==> src/rtl/jk_mod_counter_pkg.sv <==
// Shared types for the JK modulo counter: the {J,K} command encoding and a
// reference next-state helper for modelling a single JK cell.
package jk_mod_counter_pkg;

  typedef enum logic [1:0] {
    JK_HOLD   = 2'b00,
    JK_RESET  = 2'b01,
    JK_SET    = 2'b10,
    JK_TOGGLE = 2'b11
  } jk_cmd_e;

  function automatic logic jk_next(input logic q, input jk_cmd_e cmd);
    logic nextQ;
    case (cmd)
      JK_HOLD:   nextQ = q;
      JK_RESET:  nextQ = 1'b0;
      JK_SET:    nextQ = 1'b1;
      JK_TOGGLE: nextQ = ~q;
      default:   nextQ = q;
    endcase
    return nextQ;
  endfunction

endpackage

==> src/rtl/jk_cell.sv <==
// Single JK flip-flop with synchronous active-high reset; one per counter bit.
module jk_cell (
  input  logic clk,
  input  logic rst,
  input  logic j,
  input  logic k,
  output logic q
);

  logic state_q;
  logic state_d;

  always_comb begin
    state_d = (j & ~state_q) | (~k & state_q);
  end

  always_ff @(posedge clk) begin
    if (rst) begin
      state_q <= 1'b0;
    end else begin
      state_q <= state_d;
    end
  end

  assign q = state_q;

endmodule

==> src/rtl/jk_mod_counter.sv <==
// Up/down modulo-MODULUS counter: per-bit J/K decode feeding a chain of JK cells,
// plus a combinational terminal-count flag and a registered illegal-load flag.
module jk_mod_counter
  import jk_mod_counter_pkg::*;
#(
  parameter int WIDTH   = 4,
  parameter int MODULUS = 10
) (
  input  logic             clk,
  input  logic             rst,
  input  logic             en,
  input  logic             up,
  input  logic             load,
  input  logic [WIDTH-1:0] din,
  output logic [WIDTH-1:0] q,
  output logic             tc,
  output logic             load_err
);

  if (MODULUS < 2 || MODULUS > (1 << WIDTH)) begin : g_bad_modulus
    $error("jk_mod_counter: MODULUS must satisfy 2 <= MODULUS <= 2**WIDTH");
  end

  localparam logic [WIDTH-1:0] LastVal = WIDTH'(MODULUS - 1);
  localparam logic [WIDTH:0]   ModWide = (WIDTH + 1)'(MODULUS);

  logic [WIDTH-1:0] jVec;
  logic [WIDTH-1:0] kVec;
  logic [WIDTH-1:0] upToggle;
  logic [WIDTH-1:0] dnToggle;
  logic             isLast;
  logic             isZero;
  logic             loadIllegal;
  logic             load_err_q;
  logic             load_err_d;

  assign isLast      = (q == LastVal);
  assign isZero      = (q == '0);
  assign loadIllegal = ({1'b0, din} >= ModWide);

  // Bit i toggles when all lower bits are 1 (counting up) or all 0 (counting down).
  always_comb begin
    upToggle    = '0;
    dnToggle    = '0;
    upToggle[0] = 1'b1;
    dnToggle[0] = 1'b1;
    for (int i = 1; i < WIDTH; i++) begin
      upToggle[i] = upToggle[i-1] & q[i-1];
      dnToggle[i] = dnToggle[i-1] & ~q[i-1];
    end
  end

  always_comb begin
    jVec       = '0;
    kVec       = '0;
    load_err_d = 1'b0;
    if (load) begin
      if (loadIllegal) begin
        kVec       = '1;
        load_err_d = 1'b1;
      end else begin
        jVec = din;
        kVec = ~din;
      end
    end else if (en) begin
      if (up) begin
        if (isLast) begin
          kVec = '1;
        end else begin
          jVec = upToggle;
          kVec = upToggle;
        end
      end else begin
        if (isZero) begin
          jVec = LastVal;
          kVec = ~LastVal;
        end else begin
          jVec = dnToggle;
          kVec = dnToggle;
        end
      end
    end
  end

  for (genvar i = 0; i < WIDTH; i++) begin : g_cell
    jk_cell u_cell (
      .clk (clk),
      .rst (rst),
      .j   (jVec[i]),
      .k   (kVec[i]),
      .q   (q[i])
    );
  end

  always_ff @(posedge clk) begin
    if (rst) begin
      load_err_q <= 1'b0;
    end else begin
      load_err_q <= load_err_d;
    end
  end

  assign load_err = load_err_q;
  assign tc       = en & ((up & isLast) | (~up & isZero));

endmodule

==> config.mk <==
export PLATFORM = sky130hd
export DESIGN_NAME = jk_mod_counter
export DESIGN_NICKNAME = d
export VERILOG_FILES = /design/src/rtl/jk_mod_counter_pkg.sv /design/src/rtl/jk_cell.sv /design/src/rtl/jk_mod_counter.sv
export SDC_FILE = /design/constraint.sdc
export NUM_CORES = 1
export LEC_CHECK = 0
export BUFFER_PORTS_ARGS = -buffer_cell sky130_fd_sc_hd__buf_2
export CAP_MARGIN = 20
export CORE_MARGIN = 2
export CORE_UTILIZATION = 30
export DETAILED_ROUTE_END_ITERATION = 16
export GPL_ROUTABILITY_DRIVEN = 0
export SLEW_MARGIN = 20
export SYNTH_ARGS = -nofsm -noshare
export SYNTH_HDL_FRONTEND = slang
export SYNTH_SLANG_ARGS = --single-unit
==> constraint.sdc <==
create_clock -name clk -period 1.2 [get_ports clk]
set_input_delay 0 -clock clk [delete_from_list [all_inputs] [get_ports clk]]
set_output_delay 0 -clock clk [all_outputs]
set_load 0.01 [all_outputs]
==> metrics.yaml <==
clocking:
  cts-root-buf: "clkbuf_4"
  clk_pin_slew_ns: 0.06
  cts.sinks: 5
  ctsHtreeMaxLevel: 1
  ctsLongestPathBuffers: 2
  cts_tree: "yes"
  cts_buffers: 3
  clk_latency_ns: 0.26
global_routing:
  grt.total_usage: 0.159
  gr-total-overflow: 0
  grt_max_degree: 10
  grt_antenna_before_repair: 0
  grt_first_pass_wirelength_um: 1590
  first_global_vias: 369
logic_synthesis:
  syn_avg_cell_area_um2: 8.12
  synth_edf_count: 0
  ys_seq_elements: 5
  syn-cell-area_um2: 398
  synth_nets: 58
  synth-async-reset-ratio: 0
  synth_ff_type: "dfxtp_1"
  yosysTopAreaCell: "dfxtp_1"
  ys_seq_area_frac: 0.252
  synthTopCellsByArea: "dfxtp_1 25%, buf_4 9.4%, o211ai_1 5.7%"
  yosysTopAreaCellShare: 0.252
  yosys_warnings: 0
  synthCells: 49
  synth_cell_types: 30
setup_path:
  cp_data_arrival_time_ns: 1.22
  required_ns: 1.20
  setup.worst_path.class: "flop to output port"
  start_kind: "flop"
  cp-startpoint: "g_cell[3].u_cell.q"
  cp_max_fo: 2
  rr_startpoint: "g_cell[1].u_cell.q"
  setup.worst_path.end_class: "output port"
timing:
  rsz0062_at_grt: "yes"
  period_minus_slack_ns: 1.22
  slew_violations: 0
  setup_viol: 1
  hold_viol: 0
  post-route-period-util: 1.01
  fmax_ghz: 0.822
  setup_ws_ns: -0.0161
  skew_ns: 0.00894
  worst_pin_slew_ns: 0.241
  slew-limit-headroom: 0.837
  hold_ws_ns: 0.0396
die:
  die-width_um: 40.4
  die_y_um: 40.4
  dieArea_um2: 1630
  ios: 15
  core_area_um2: 1270
  rows: 13
  initial_core_util: 0.314
layout:
  fill_cells: 131
  syn2layout_area_growth_pct: 38.7
  nNetsFinal: 77
  drive_gt1_frac: 0.478
  antennaDiodeCount: 0
power_and_ir_drop:
  p_leak_nw: 0.232
  powerDensity_nw_per_um2: 976
  ir_drop_mv: 0.377
drt:
  antenna_left: 0
  vias: 428
  drt-total-wl_um: 978
  vias_per_cell: 5.22
  drt_iter0_markers: 5
  wire_per_inst_um: 11.9
  drcViolationCount: 0
  dr.pass1.iters: 5
placed_design:
  hpwl_um: 680
  io_buffers: 14
  dp_slack_ns: 0.0750
job:
  max_cap_viol_count: 0
outcome:
  status: "complete, but fails checks"
  violations: "negative setup slack"
worst_hold_path:
  hold_path.class: "input port to flop"
  hold_path.startpoint: "load"
-- final cells by class --
type | instances | area, um^2 | share of cell area
sequential | 5 | 106 | 0.193
clock inverter | 1 | 5.00 | 0.00907
tap | 15 | 18.8 | 0.0340
inverter | 3 | 11.3 | 0.0204
clock buffer | 3 | 22.5 | 0.0408
multi-input combinational | 35 | 268 | 0.485
timing repair buffer | 20 | 120 | 0.218
-- critical path, stage by stage (launching register included) --
cell     delay (ns)
dfxtp_4        0.33
or3_4          0.38
a21oi_2        0.12
buf_2          0.13
-- through the flow --
step           setup TNS (ns)  power, mW   util  area (um^2)  cells
2_1_floorplan               0      0.268      -          398     49
3_3_place_gp                0      0.306  0.368          467     75
3_5_place_dp                0      0.306  0.368          467     75
4_1_cts               -0.0153      0.535  0.424          538     82
5_1_grt               -0.0611      0.584  0.435          552     82
6_report              -0.0161      0.539  0.435          552     82
-- final timing paths --
check	endpoint	slack (ns)	cells after the start
max	tc	-0.02	3
min	g_cell[0].u_cell.q	0.04	2
min reg2reg	g_cell[2].u_cell.q	0.61	3
max reg2reg	g_cell[3].u_cell.q	0.05	3
-- logic make-up after synthesis --
family | after synthesis | synth area share
and+or+nand+nor | 19 | 0.308
AOI/OAI and AO/OA | 13 | 0.239
buffers and inverters | 9 | 0.135
DFF | 5 | 0.252
xor gates and xnor gates | 3 | 0.0660
-- power by group --
group	switching (mW)	internal [mW]
clock	0.0910	0.122
combinational	0.0703	0.0698
sequential	0.00945	0.176
-- timing repair --
item / 4_1_cts / 5_1_grt
resized for setup: 7 / 3
setup endpoints to repair: 1 / 3
hold buffers: 2 / 0
hold endpoints to repair: 3 / 0
setup buffers: 1 / 0
pin swaps: 2 / 1
cloned: 0 / 0
-- state kept, by name, summed over array words and instances, names as in the netlist --
name / flops
load_err: 1
g_cell.u_cell.q: 4
-- cells in the final DEF, fill, tap and decap left out --
master	n
a2111o_1	1
a211oi_1	1
a21oi_2	2
a31oi_1	1
and3b_1	1
and4_1	1
buf_2	14
buf_4	4
clkbuf_4	3
clkinv_2	1
dfxtp_1	2
dfxtp_2	2
dfxtp_4	1
dlygate4sd3_1	2
inv_1	3
nand2_1	2
nand2b_2	1
nand3_1	3
nor2_1	1
nor2_2	1
nor2b_1	1
nor3_1	1
nor3b_1	1
nor4_1	1
nor4b_1	1
nor4bb_1	1
o2111ai_1	2
o211ai_1	3
o21ai_0	1
o22ai_1	1
o31a_1	1
or2_1	1
or3_4	1
or3b_4	1
xnor2_2	1
xor2_1	2
-- metal layers --
layer | GRT usage | wire (um) | part of all wire | vias to the layer above
li1 | - | - | - | 220
met4 | 0.100 | 20 | 0.020 | 0
met1 | 0.174 | 406 | 0.42 | 188
met3 | 0.0833 | 73 | 0.075 | 4
met5 | 0 | 0 | 0 | -
met2 | 0.238 | 478 | 0.49 | 16
-- synth_stat cells, types with 2 or more instances --
| library cell | n |
|---|---|
| o2111ai_1 | 2 |
| dfxtp_1 | 5 |
| inv_1 | 3 |
| nor2_1 | 2 |
| nand2_1 | 2 |
| buf_4 | 5 |
| a21oi_1 | 2 |
| nand3_1 | 3 |
| xor2_1 | 2 |
| o211ai_1 | 3 |
Note: power is estimated with default switching activity, not from simulation.
